File: src/rtl/l2_evict_buffer.sv
// Eviction write buffer between the L2 and pmem: absorbs dirty-line writebacks and drains them when the L2 is quiet.
// Optional hit/drain counters are compiled in with L2_EVICT_BUFFER_STATS_EN.
module l2_evict_buffer #(
  parameter int DEPTH = 2
) (
  input  logic         clk,
  input  logic         rst_n,
  input  logic [15:0]  mem_address,
  input  logic [127:0] mem_wdata,
  input  logic         mem_read,
  input  logic         mem_write,
  output logic [127:0] mem_rdata,
  output logic         mem_resp,
  output logic [15:0]  pmem_address,
  output logic [127:0] pmem_wdata,
  output logic         pmem_read,
  output logic         pmem_write,
  input  logic [127:0] pmem_rdata,
  input  logic         pmem_resp
`ifdef L2_EVICT_BUFFER_STATS_EN
  ,
  output logic [15:0]  ewb_hits,
  output logic [15:0]  ewb_drains
`endif
);

  localparam int PW = (DEPTH > 1) ? $clog2(DEPTH) : 1;
  localparam int CW = $clog2(DEPTH + 1);

  typedef enum logic [1:0] {
    IDLE  = 2'd0,
    PREAD = 2'd1,
    DRAIN = 2'd2,
    RESP  = 2'd3
  } state_t;

  state_t          state_q, state_d;
  logic            valid_q [DEPTH];
  logic [11:0]     tag_q   [DEPTH];
  logic [127:0]    data_q  [DEPTH];
  logic [PW-1:0]   head_q, tail_q;
  logic [CW-1:0]   count_q;

  logic            mem_resp_q, pmem_read_q, pmem_write_q;
  logic [15:0]     pmem_address_q;
  logic [127:0]    pmem_wdata_q, mem_rdata_q;

  logic            hit_s;
  logic [PW-1:0]   hit_idx_s;
  logic            push_s, coalesce_s, pop_s, load_hit_s, load_pmem_s;
  logic            unused_addr_bits_s;

  assign unused_addr_bits_s = ^mem_address[3:0];

  function automatic logic [PW-1:0] ptr_inc(input logic [PW-1:0] p);
    if (p == PW'(DEPTH - 1)) begin
      return {PW{1'b0}};
    end else begin
      return p + PW'(1);
    end
  endfunction

  // Tag match across valid entries; coalescing keeps at most one hit.
  always_comb begin
    hit_s     = 1'b0;
    hit_idx_s = {PW{1'b0}};
    for (int i = 0; i < DEPTH; i++) begin
      if (valid_q[i] && (tag_q[i] == mem_address[15:4])) begin
        hit_s     = 1'b1;
        hit_idx_s = PW'(i);
      end else begin
        hit_s     = hit_s;
      end
    end
  end

  // Next-state and buffer update strobes.
  always_comb begin
    state_d     = state_q;
    push_s      = 1'b0;
    coalesce_s  = 1'b0;
    pop_s       = 1'b0;
    load_hit_s  = 1'b0;
    load_pmem_s = 1'b0;
    case (state_q)
      IDLE: begin
        if (mem_read) begin
          if (hit_s) begin
            load_hit_s = 1'b1;
            state_d    = RESP;
          end else begin
            state_d    = PREAD;
          end
        end else if (mem_write) begin
          if (hit_s) begin
            coalesce_s = 1'b1;
            state_d    = RESP;
          end else if (count_q < CW'(DEPTH)) begin
            push_s     = 1'b1;
            state_d    = RESP;
          end else begin
            // Full: free the head first; the write is taken on the return to IDLE.
            state_d    = DRAIN;
          end
        end else if (count_q != {CW{1'b0}}) begin
          state_d = DRAIN;
        end else begin
          state_d = IDLE;
        end
      end
      PREAD: begin
        if (pmem_resp) begin
          load_pmem_s = 1'b1;
          state_d     = RESP;
        end else begin
          state_d     = PREAD;
        end
      end
      DRAIN: begin
        if (pmem_resp) begin
          pop_s   = 1'b1;
          state_d = IDLE;
        end else begin
          state_d = DRAIN;
        end
      end
      RESP:    state_d = IDLE;
      default: state_d = IDLE;
    endcase
  end

  // FSM state register.
  always_ff @(posedge clk) begin
    if (!rst_n) begin
      state_q <= IDLE;
    end else begin
      state_q <= state_d;
    end
  end

  // Entry storage and FIFO pointers.
  always_ff @(posedge clk) begin
    if (!rst_n) begin
      for (int i = 0; i < DEPTH; i++) begin
        valid_q[i] <= 1'b0;
        tag_q[i]   <= 12'h000;
        data_q[i]  <= 128'h0;
      end
      head_q  <= {PW{1'b0}};
      tail_q  <= {PW{1'b0}};
      count_q <= {CW{1'b0}};
    end else begin
      if (push_s) begin
        valid_q[tail_q] <= 1'b1;
        tag_q[tail_q]   <= mem_address[15:4];
        data_q[tail_q]  <= mem_wdata;
        tail_q          <= ptr_inc(tail_q);
        count_q         <= count_q + CW'(1);
      end else if (pop_s) begin
        valid_q[head_q] <= 1'b0;
        head_q          <= ptr_inc(head_q);
        count_q         <= count_q - CW'(1);
      end else if (coalesce_s) begin
        data_q[hit_idx_s] <= mem_wdata;
      end
    end
  end

  // Registered outputs, loaded from the state being entered so they line up with it.
  always_ff @(posedge clk) begin
    if (!rst_n) begin
      mem_resp_q     <= 1'b0;
      pmem_read_q    <= 1'b0;
      pmem_write_q   <= 1'b0;
      pmem_address_q <= 16'h0000;
      pmem_wdata_q   <= 128'h0;
      mem_rdata_q    <= 128'h0;
    end else begin
      mem_resp_q   <= (state_d == RESP);
      pmem_read_q  <= (state_d == PREAD);
      pmem_write_q <= (state_d == DRAIN);
      if (state_d == PREAD) begin
        pmem_address_q <= {mem_address[15:4], 4'h0};
      end else if (state_d == DRAIN) begin
        pmem_address_q <= {tag_q[head_q], 4'h0};
        pmem_wdata_q   <= data_q[head_q];
      end
      if (load_hit_s) begin
        mem_rdata_q <= data_q[hit_idx_s];
      end else if (load_pmem_s) begin
        mem_rdata_q <= pmem_rdata;
      end
    end
  end

  assign mem_resp     = mem_resp_q;
  assign mem_rdata    = mem_rdata_q;
  assign pmem_read    = pmem_read_q;
  assign pmem_write   = pmem_write_q;
  assign pmem_address = pmem_address_q;
  assign pmem_wdata   = pmem_wdata_q;

`ifdef L2_EVICT_BUFFER_STATS_EN
  logic [15:0] hits_q, drains_q;

  // Hit and drain counters, free-running with natural wrap.
  always_ff @(posedge clk) begin
    if (!rst_n) begin
      hits_q   <= 16'h0000;
      drains_q <= 16'h0000;
    end else begin
      if (load_hit_s || coalesce_s) begin
        hits_q <= hits_q + 16'h0001;
      end
      if (pop_s) begin
        drains_q <= drains_q + 16'h0001;
      end
    end
  end

  assign ewb_hits   = hits_q;
  assign ewb_drains = drains_q;
`endif

endmodule

File: config.mk
export PLATFORM = sky130hd
export DESIGN_NAME = l2_evict_buffer
export DESIGN_NICKNAME = d
export VERILOG_FILES = /design/src/rtl/l2_evict_buffer.sv
export SDC_FILE = /design/constraint.sdc
export NUM_CORES = 1
export LEC_CHECK = 0
export ABC_AREA = 0
export BUFFER_PORTS_ARGS = -buffer_cell sky130_fd_sc_hd__buf_4
export CAP_MARGIN = 10
export CORE_ASPECT_RATIO = 0.7
export CORE_UTILIZATION = 45
export CTS_CLUSTER_SIZE = 10
export DETAILED_ROUTE_END_ITERATION = 7
export PLACE_DENSITY = 0.68
export SYNTH_ARGS = -nofsm -noshare
export SYNTH_HDL_FRONTEND = slang
export SYNTH_SLANG_ARGS = --single-unit
export TNS_END_PERCENT = 100
File: constraint.sdc
create_clock -name clk -period 5.3 [get_ports clk]
set_clock_uncertainty 0.1 [all_clocks]
set_input_delay 0 -clock clk [delete_from_list [all_inputs] [get_ports clk]]
set_output_delay 0 -clock clk [all_outputs]
set_load 0.03 [all_outputs]
==> flow_summary_export.csv, run 1 <==
group,metric,value,unit
outcome,status,"completed",
logic_synthesis,ys_types,38,
drt,avgRoutedWirePerCell,19.79,µm
sta,finalCritPeriodShare,74.14,%
clocking,cts_buffers,66,
placed_design,hpwl,42900,µm
die,top_level_ports,552,
die,die_area,54940,µm²
drt,detail-route-antenna-nets,0,
global_routing,grt_usage,25.13,%
die,core-area,52730,µm²
critical_path,timing.rr.end,"mem_rdata[23]$_SDFFE_PN0P_",
logic_synthesis,synth-compound-area-share,12.47,%
finish,nNetsFinal,3082,
critical_path,r2r_start,"tag_q[1][10]$_SDFFCE_PN0P_",
finish,final-seq-area,14020,µm²
placed_design,place_inst,3180,
sta,setup_tns,0,ns
sta,hold_violations,0,
critical_path,worstSetupPathType,"reg -> reg",
sta,min_period,3.930,ns
clocking,clk_pin_slew,0.06,ns
logic_synthesis,synth_enable_flop_cells,280,
global_routing,grt_max_degree,143,
logic_synthesis,yosys_warnings,0,
finish,layoutNonFillerInstCount,3580,
sta,slew_headroom,21.53,%
logic_synthesis,synth_seq_cells,560,
power,p_per_area,337.6,nW/µm²
finish,layout-area-overhead-vs-synth,38.09,%
logic_synthesis,synthXorXnorAreaFrac,0.9734,%
drt,viasPerCell,5.234,
critical_path,ff2ff_path_depth,8,
drt,vias,18740,
power,p_leak,13.64,nW
die,rows,70,
drt,first_iter_violations,1000,
critical_path,required,5.59,ns
global_routing,grt_overflow,0,
finish,nFillCells,4048,
logic_synthesis,synth_simple_gate_area_share,13.94,%
sta,fmax,254.5,MHz
drt,routed_wl,70840,µm
clocking,cts_tree,"built",
logic_synthesis,yosys-mux-area-fraction,11.54,%
critical_path,cp_max_fo,100,
sta,worstMarginPinSlew,1.177,ns
clocking,clk_latency,0.58,ns
clocking,htree_levels,3,
drt,drc_errors,0,
die,die_w,279.7,µm
finish,final_util,63.63,%
critical_path,cp-endpoint,"mem_rdata[23]$_SDFFE_PN0P_",
finish,drive_above_1_share,22.85,%
logic_synthesis,async_flop_share,0,%
die,start_util,46.08,%
critical_path,critPathLaunchType,"register",
power,ir_drop,248.3,µV
clocking,cts-root-buf,"clkbuf_16",
die,die_h,196.4,µm
run,maxCapViolCount,0,
drt,first_pass_iters,5,
sta,rsz0062_at_grt,"no",
finish,multi_input_area,9563,µm²
logic_synthesis,synth_top_family_by_area,"simple AND/OR/NAND/NOR gates",
logic_synthesis,synth_fa_ha_area_share,0.1545,%
critical_path,rrSetupSlack,1.37,ns
critical_path,cp-end-kind,"register",
min_path,min_path_type,"in -> reg",
min_path,hold_path.startpoint,"mem_wdata[41]",
global_routing,grt_pass1_wl,108200,µm
power,total_power,11.33,mW
global_routing,grt_pass1_vias,19300,
logic_synthesis,synth-seq-area-share,57.68,%
sta,final-max-slew-violation-count,0,
global_routing,antenna_found_initial,10,
logic_synthesis,synthCells,2073,
logic_synthesis,syn_area_per_cell,11.72,µm²
sta,setup_viol,0,
clocking,clock_path_buffers,3,
drt,drt-met1-wl,29840,µm
clocking,clock_sinks,560,
critical_path,crit_arrival,4.22,ns
drt,wl_met2,34550,µm
critical_path,crit_start,"tag_q[1][10]$_SDFFCE_PN0P_",
placed_design,io_buffers,543,
drt,top_layer_used,"met5",
logic_synthesis,mappedNetlistArea,24290,µm²
drt,wl_met3,4119,µm
logic_synthesis,synth_flop_cell,"edfxtp_1",
placed_design,gp_congestion,0.8407,
-- layer usage --
metal | vias to the layer above | GRT usage [%]
met4 | 6 | 9.452
met1 | 9020 | 31.33
met5 | - | 0
met2 | 542 | 42.72
met3 | 143 | 5.512
li1 | 9028 | -
-- Yosys cell counts (14+ instances only) --
library cell | n | area, µm²
a211oi_1 | 386 | 2898
and2_1 | 283 | 1770
dfxtp_1 | 280 | 5605
edfxtp_1 | 280 | 8408
mux2i_1 | 280 | 2803
nor2_1 | 151 | 566.8
nor2b_1 | 129 | 807.0
clkbuf_1 | 124 | 465.5
buf_2 | 32 | 160.2
xnor2_1 | 27 | 236.5
buf_1 | 17 | 63.81
nand2_1 | 17 | 63.81
o21ai_0 | 14 | 70.07
-- area by class of cell --
type | instances | area share [%]
sequential | 560 | 41.78
multi-input combinational | 1327 | 28.51
timing repair buffer | 842 | 21.15
clock buffer | 116 | 5.669
tap | 720 | 2.685
clock inverter | 3 | 0.07832
inverter | 5 | 0.07832
antenna | 7 | 0.05222
-- cell usage in the layout, fill, tap and decap left out, types with 2 or more instances in the layout --
cell	synthesis	layout
a21oi_1	2	2
dlygate4sd3_1	0	274
clkbuf_1	124	46
nor3_1	3	3
xnor2_1	27	27
nor2b_1	129	129
nand4_1	5	5
a211oi_1	386	386
nand2_1	17	17
buf_12	0	7
nand3b_1	2	2
ha_1	3	2
mux2i_1	280	280
nand3_1	3	3
and2_1	283	283
nand2b_1	4	2
nor4_4	1	2
edfxtp_1	280	280
buf_4	6	561
clkbuf_16	0	68
dfxtp_1	280	279
o21ai_0	14	14
clkbuf_8	0	2
o31ai_1	2	2
conb_1	1	4
inv_1	4	4
inv_6	0	3
diode_2	0	7
nor2_1	151	151
nand2b_4	0	2
-- power breakdown --
part / internal (mW) / switching [mW]
sequential: 4.88 / 0.194
clock: 2.42 / 1.74
combinational: 0.898 / 1.19
total: 8.20 / 3.12
-- flip-flops by register name, indices dropped and copies added (netlist names), named ones only --
signal / cells
pmem_read: 1
count_q: 2
mem_resp: 1
head_q: 1
pmem_write: 1
data_q: 256
state_q: 2
pmem_address: 12
tail_q: 1
pmem_wdata: 128
valid_q: 2
tag_q: 24
mem_rdata: 128
-- worst min path at each step --
stage | endpoint | slack [ns] | depth (start not counted)
2_1_floorplan | mem_resp$_SDFF_PN0_ | 0.02 | 1
3_3_place_gp | data_q[0][40]$_SDFFCE_PN0P_ | 0.18 | 2
3_5_place_dp | data_q[0][40]$_SDFFCE_PN0P_ | 0.19 | 2
4_1_cts | data_q[1][41]$_SDFFCE_PN0P_ | 0.10 | 3
5_1_grt | data_q[0][40]$_SDFFCE_PN0P_ | 0.13 | 3
6_report | data_q[1][41]$_SDFFCE_PN0P_ | 0.15 | 3
-- kinds of logic (layout without fill, tap and decap cells) --
family,count (synthesis),after routing
AOI/OAI and AO/OA,408,408
buffers and inverters,189,966
adders and majority gates,3,3
and+or+nand+nor,605,605
other,1,11
xor gates and xnor gates,27,27
muxes,280,280
DFF,560,560
-- through the flow --
step | hold slack (ns) | cell area [µm²] | worst slack [ns]
after floorplan | 0.02171 | 24310 | 0.1115
after global placement | 0.1842 | 28860 | 1.547
after detailed placement | 0.1873 | 28860 | 1.450
after CTS | 0.1028 | 33530 | 1.412
after global routing | 0.1276 | 33540 | 1.110
final | 0.1450 | 33550 | 1.370
-- worst max-delay path, stage by stage, from the launching register on --
cell and delay [ns]:
edfxtp_1 0.41, xnor2_1 0.22, nand4_1 0.21, nor4_4 0.41, buf_4 0.85, buf_4 0.83, nor2b_1 0.10, a211oi_1 0.30
a211oi_1 0.08
-- timing repair --
| item | 4_1_cts | 5_1_grt |
|---|---|---|
| resized for setup | 0 | 0 |
| setup buffers | 0 | 0 |
| hold buffers | 274 | 0 |
| endpoints found under the hold margin | 433 | 0 |
Power figures use the tool's default switching activity.
==> run 2, diff against run 1 <==
==> constraint.sdc (replaced) <==
create_clock -name clk -period 3.6 [get_ports clk]
set_clock_uncertainty 0.1 [all_clocks]
set_input_delay 0 -clock clk [delete_from_list [all_inputs] [get_ports clk]]
set_output_delay 0 -clock clk [all_outputs]
set_load 0.03 [all_outputs]
==> run 2 against run 1 <==
Effect of this change:
- register-to-register slack got worse by 1.1 ns
- sequential cell count unchanged
- design area rose by 0.49%
- wire length is 0.98% higher
- combinational power increased by 49%
- first-iteration DRC count increased by 0.90%
- critical path type unchanged
- highest routed layer unchanged
==> flow_summary_export.csv, run 2 (synthesis results as in run 1) <==
group,metric,value,unit
sta,slew_headroom,33.98,%
die,core-area,52730,µm²
drt,first_iter_violations,1009,
drt,viasPerCell,5.275,
critical_path,cp_max_fo,69,
critical_path,r2r_start,"tag_q[0][6]$_SDFFCE_PN0P_",
sta,setup_viol,0,
min_path,min_path_type,"in -> reg",
clocking,cts_buffers,66,
sta,final-max-slew-violation-count,0,
critical_path,cp-end-kind,"register",
die,start_util,46.08,%
global_routing,antenna_found_initial,7,
die,die_area,54940,µm²
drt,drc_errors,0,
min_path,worstHoldPathCells,3,
power,total_power,16.81,mW
sta,finalCritPeriodShare,91.38,%
global_routing,grt_overflow,0,
die,die_w,279.7,µm
sta,worstMarginPinSlew,0.9903,ns
finish,final_util,63.94,%
global_routing,grt_pass1_vias,19480,
die,die_h,196.4,µm
placed_design,placed_area,28980,µm²
clocking,cts-root-buf,"clkbuf_16",
finish,nFillCells,3951,
critical_path,timing.rr.end,"pmem_wdata[8]$_SDFFE_PN0P_",
die,rows,70,
min_path,hold_end,"data_q[0][50]$_SDFFCE_PN0P_",
global_routing,grt_max_degree,129,
drt,routed_wl,71540,µm
critical_path,critPathLaunchType,"register",
power,ir_drop,311.9,µV
clocking,clock_path_buffers,3,
placed_design,gp_congestion,0.8167,
critical_path,ff2ff_path_depth,10,
finish,drive_above_1_share,23.08,%
drt,vias,18910,
outcome,status,"completed",
clocking,htree_levels,3,
clocking,clk_pin_slew,0.06,ns
placed_design,io_buffers,543,
critical_path,required,3.99,ns
sta,rsz0062_at_grt,"no",
drt,detail-route-antenna-nets,0,
run,maxCapViolCount,0,
critical_path,crit_arrival,3.68,ns
clocking,post_cts_buffers,0,
sta,hold_violations,0,
power,p_leak,13.71,nW
critical_path,cp_slowest_cell,"nor4_4",
die,top_level_ports,552,
critical_path,rrSetupSlack,0.31,ns
finish,largest_reg_flops,256,
critical_path,worstSetupPathType,"reg -> reg",
power,p_per_area,498.7,nW/µm²
global_routing,grt_usage,25.45,%
finish,layout_common_cells,"buf_4 (562), a211oi_1 (386), and2_1 (283), mux2i_1 (280), edfxtp_1 (280)",
finish,layout-area-overhead-vs-synth,38.76,%
global_routing,grt_pass1_wl,109000,µm
finish,stdcell_area,33710,µm²
drt,avgRoutedWirePerCell,19.96,µm
sta,setup_tns,0,ns
sta,fin_hold_ws,0.1239,ns
clocking,cts_tree,"built",
finish,top_register,"data_q",
drt,first_pass_iters,5,
sta,min_period,3.290,ns
critical_path,path_cells,"xnor2_1 -> nand4_1 -> nor4_4 -> o31ai_1 -> a221o_1 -> inv_1 -> ha_4 -> buf_12 -> nor2_1 -> a211oi_1",
clocking,clk_latency,0.60,ns
placed_design,hpwl,42600,µm
critical_path,slowest_delay,0.48,ns
sta,fmax,304.0,MHz
finish,final_common_cell,"buf_4",
clocking,clock_sinks,560,
finish,nNetsFinal,3087,
min_path,hold_path.startpoint,"mem_wdata[50]",
-- run 2: power by group --
part | internal (mW) | total, mW | switching (mW)
sequential | 7.19 | 7.47 | 0.279
clock | 3.64 | 6.26 | 2.62
combinational | 1.33 | 3.09 | 1.76
-- run 2: stage by stage --
step           setup slack, ns  std cells
6_report                0.3104       3584
5_1_grt                0.04816       3584
4_1_cts                 0.3758       3580
3_5_place_dp            0.4108       3187
3_3_place_gp            0.4867       3187
2_1_floorplan           0.4693       2076
-- run 2: final cells by class --
class	instances	area [µm²]	share of cell area [%]
clock buffers	116	1924	5.708
inverters	5	26.28	0.07794
diodes	4	10.01	0.02969
clock inverters	5	73.82	0.2190
multi-input cells	1327	9557	28.35
flip-flops and latches	560	14020	41.58
repair buffers	847	7202	21.36
well taps	720	900.9	2.672
-- run 2: layer usage --
layer / GRT usage (%) / vias to the layer above / part of all wire, %
li1: - / 9034 / -
met1: 31.17 / 9153 / 41
met2: 43.78 / 576 / 49
met3: 6.022 / 136 / 6.3
met4: 9.128 / 6 / 2.9
met5: 0 / - / 0.049
-- run 2: worst max path at each step --
| stage | start | to | slack (ns) |
|---|---|---|---|
| 6_report | tag_q[0][6]$_SDFFCE_PN0P_ | pmem_wdata[8]$_SDFFE_PN0P_ | 0.31 |
| 5_1_grt | tag_q[0][9]$_SDFFCE_PN0P_ | pmem_wdata[8]$_SDFFE_PN0P_ | 0.05 |
| 4_1_cts | tag_q[0][9]$_SDFFCE_PN0P_ | pmem_wdata[76]$_SDFFE_PN0P_ | 0.38 |
| 3_5_place_dp | tag_q[0][9]$_SDFFCE_PN0P_ | pmem_wdata[41]$_SDFFE_PN0P_ | 0.41 |
| 3_3_place_gp | tag_q[0][9]$_SDFFCE_PN0P_ | pmem_wdata[58]$_SDFFE_PN0P_ | 0.49 |
| 2_1_floorplan | tag_q[1][11]$_SDFFCE_PN0P_ | pmem_wdata[0]$_SDFFE_PN0P_ | 0.47 |
-- run 2: timing repair --
item,CTS,global route
resized for setup,0,0
hold buffers,272,0
hold endpoints to repair,432,0
-- run 2: critical path, delay by kind of cell (launching register included) --
kind | cells | cell delay [ns]
flip-flops | 1 | 0.42
AND/OR/NAND/NOR | 3 | 0.80
XOR/XNOR | 1 | 0.18
AO/OA/AOI/OAI | 3 | 0.81
buffers and inverters | 2 | 0.49
adder cells (fa/ha/maj) | 1 | 0.35
==> run 3, diff against run 2 <==
--- a/config.mk
+++ b/config.mk
@@ -12,7 +12,7 @@
 export CORE_UTILIZATION = 45
 export CTS_CLUSTER_SIZE = 10
 export DETAILED_ROUTE_END_ITERATION = 7
-export PLACE_DENSITY = 0.68
+export PLACE_DENSITY = 0.65
 export SYNTH_ARGS = -nofsm -noshare
 export SYNTH_HDL_FRONTEND = slang
 export SYNTH_SLANG_ARGS = --single-unit
==> constraint.sdc (replaced) <==
create_clock -name clk -period 3.7 [get_ports clk]
set_clock_uncertainty 0.1 [all_clocks]
set_input_delay 0 -clock clk [delete_from_list [all_inputs] [get_ports clk]]
set_output_delay 0 -clock clk [all_outputs]
set_load 0.03 [all_outputs]
==> run 3 against run 2 <==
Effect of this change:
- the flow now finishes with violations (slew limit, setup timing)
- power fell by 2.7%
- non-clock buffer count increased by 2
- sequential cell count is the same
- sequential power is 3% lower
- critical path type unchanged
- largest cell class unchanged
==> flow_summary_export.csv, run 3 (synthesis results as in run 1) <==
group,metric,value,unit
outcome,status,"finished, violations left",
outcome,violations,"slew limit, setup timing",
min_path,hold_end,"data_q[0][52]$_SDFFCE_PN0P_",
clocking,clock_path_buffers,3,
sta,rsz0062_at_grt,"no",
sta,fmax,255.7,MHz
sta,finalCritPeriodShare,105.7,%
die,start_util,46.08,%
global_routing,grt_max_degree,180,
sta,slew_headroom,-0.5403,%
min_path,hold_path.startpoint,"mem_wdata[52]",
run,maxCapViolCount,0,
sta,setup_tns,-0.9581,ns
global_routing,grt_overflow,0,
sta,setup_viol,13,
die,die_h,196.4,µm
finish,multi_input_area,9557,µm²
placed_design,gp_congestion,0.8366,
clocking,post_cts_buffers,0,
critical_path,crit_top_cell,"a211oi_1",
finish,largest_reg_flops,256,
drt,drc_errors,0,
finish,nNetsFinal,3089,
critical_path,timing.rr.end,"mem_rdata[54]$_SDFFE_PN0P_",
critical_path,path_cells,"xnor2_1 -> nand3_1 -> nor4_4 -> o211ai_1 -> buf_12 -> a211oi_1 -> a211oi_1",
min_path,worstHoldPathCells,3,
min_path,min_path_type,"in -> reg",
finish,drive_above_1_share,23.13,%
global_routing,grt_usage,25.67,%
finish,final_common_cell,"buf_4",
clocking,clk_pin_slew,0.06,ns
critical_path,cp_max_fo,179,
die,die_w,279.7,µm
finish,final-seq-area,14020,µm²
drt,first_iter_violations,969,
critical_path,cp-end-kind,"register",
sta,final-max-slew-violation-count,21,
placed_design,pre_cts_slack,0.3402,ns
power,ir_drop,289.4,µV
clocking,cts_buffers,66,
critical_path,required,4.01,ns
finish,final_util,63.93,%
critical_path,worstSetupPathType,"reg -> reg",
global_routing,grt_pass1_wl,110800,µm
die,core-area,52730,µm²
clocking,htree_levels,3,
drt,routed_wl,72030,µm
sta,hold_violations,0,
die,die_area,54940,µm²
sta,worst_slack,-0.2110,ns
sta,worstMarginPinSlew,1.508,ns
global_routing,antenna_found_initial,9,
finish,top_register,"data_q",
power,p_per_area,485.1,nW/µm²
drt,vias,18990,
clocking,clk_latency,0.59,ns
drt,detail-route-antenna-nets,0,
placed_design,io_buffers,543,
placed_design,hpwl,44130,µm
die,rows,70,
drt,first_pass_iters,5,
global_routing,grt_pass1_vias,19610,
clocking,clock_sinks,560,
critical_path,r2r_start,"tag_q[1][6]$_SDFFCE_PN0P_",
critical_path,cp_slowest_cell,"a211oi_1",
sta,fin_hold_ws,0.1330,ns
power,p_leak,13.71,nW
critical_path,crit_arrival,4.22,ns
power,total_power,16.35,mW
finish,layout-area-overhead-vs-synth,38.73,%
die,top_level_ports,552,
sta,min_period,3.911,ns
clocking,cts-root-buf,"clkbuf_16",
critical_path,critPathLaunchType,"register",
clocking,cts_tree,"built",
drt,viasPerCell,5.291,
critical_path,ff2ff_path_depth,7,
finish,nFillCells,4117,
finish,layout_common_cells,"buf_4 (565), a211oi_1 (386), and2_1 (283), mux2i_1 (280), edfxtp_1 (280)",
drt,avgRoutedWirePerCell,20.07,µm
critical_path,slowest_delay,0.93,ns
critical_path,rrSetupSlack,-0.21,ns
-- run 3: report_power, final --
group	switching [mW]	leakage [nW]	internal [mW]	total (mW)
combinational	1.69	7.58	1.30	2.99
sequential	0.289	5.19	6.99	7.28
clock	2.56	0.940	3.52	6.08
total	4.54	13.7	11.8	16.4
-- run 3: layout make-up --
| cell class | instances | share of cell area (%) |
|---|---|---|
| Timing Repair Buffer | 849 | 21.38 |
| Clock inverter | 5 | 0.2042 |
| Sequential cell | 560 | 41.59 |
| Tap cell | 720 | 2.673 |
| Inverter | 5 | 0.07796 |
| Antenna cell | 7 | 0.05197 |
| Multi-Input combinational cell | 1327 | 28.35 |
| Clock buffer | 116 | 5.676 |
-- run 3: worst max-delay path: cells and delay by family (launching register included) --
family / cells / cell delay (ns)
AND/OR/NAND/NOR: 2 / 0.82
buffers and inverters: 1 / 0.28
AO/OA/AOI/OAI: 3 / 1.36
flip-flops: 1 / 0.40
XOR/XNOR: 1 / 0.21
-- run 3: how the worst max path moves through the flow --
stage	start	to	slack (ns)	depth (start not counted)
after floorplan	tag_q[1][11]$_SDFFCE_PN0P_	data_q[1][0]$_SDFFCE_PN0P_	0.03	7
after CTS	tag_q[1][6]$_SDFFCE_PN0P_	pmem_wdata[53]$_SDFFE_PN0P_	0.34	10
final	tag_q[1][6]$_SDFFCE_PN0P_	mem_rdata[54]$_SDFFE_PN0P_	-0.21	7
after detailed placement	tag_q[1][6]$_SDFFCE_PN0P_	pmem_wdata[53]$_SDFFE_PN0P_	0.34	10
after global placement	tag_q[1][8]$_SDFFCE_PN0P_	pmem_wdata[13]$_SDFFE_PN0P_	0.47	10
after global routing	tag_q[1][8]$_SDFFCE_PN0P_	pmem_wdata[81]$_SDFFE_PN0P_	0.13	10
-- run 3: routing by layer --
metal | global-route usage (%) | vias up | wire length (µm)
li1 | - | 9041 | -
met1 | 31.82 | 9302 | 30660
met2 | 43.93 | 503 | 35100
met3 | 6.022 | 139 | 4125
met4 | 8.804 | 4 | 2118
met5 | 0 | - | 22
-- run 3: what timing repair did --
action | CTS | global route
endpoints found under the setup margin | 0 | 0
hold buffers | 272 | 0
endpoints found under the hold margin | 432 | 0
gates resized for setup | 0 | 0
-- run 3: metrics by stage --
stage	std cells	area, µm²
3_5_place_dp	3189	28980
5_1_grt	3588	33700
4_1_cts	3582	33690
2_1_floorplan	2076	24320
3_3_place_gp	3189	28980
6_report	3589	33700
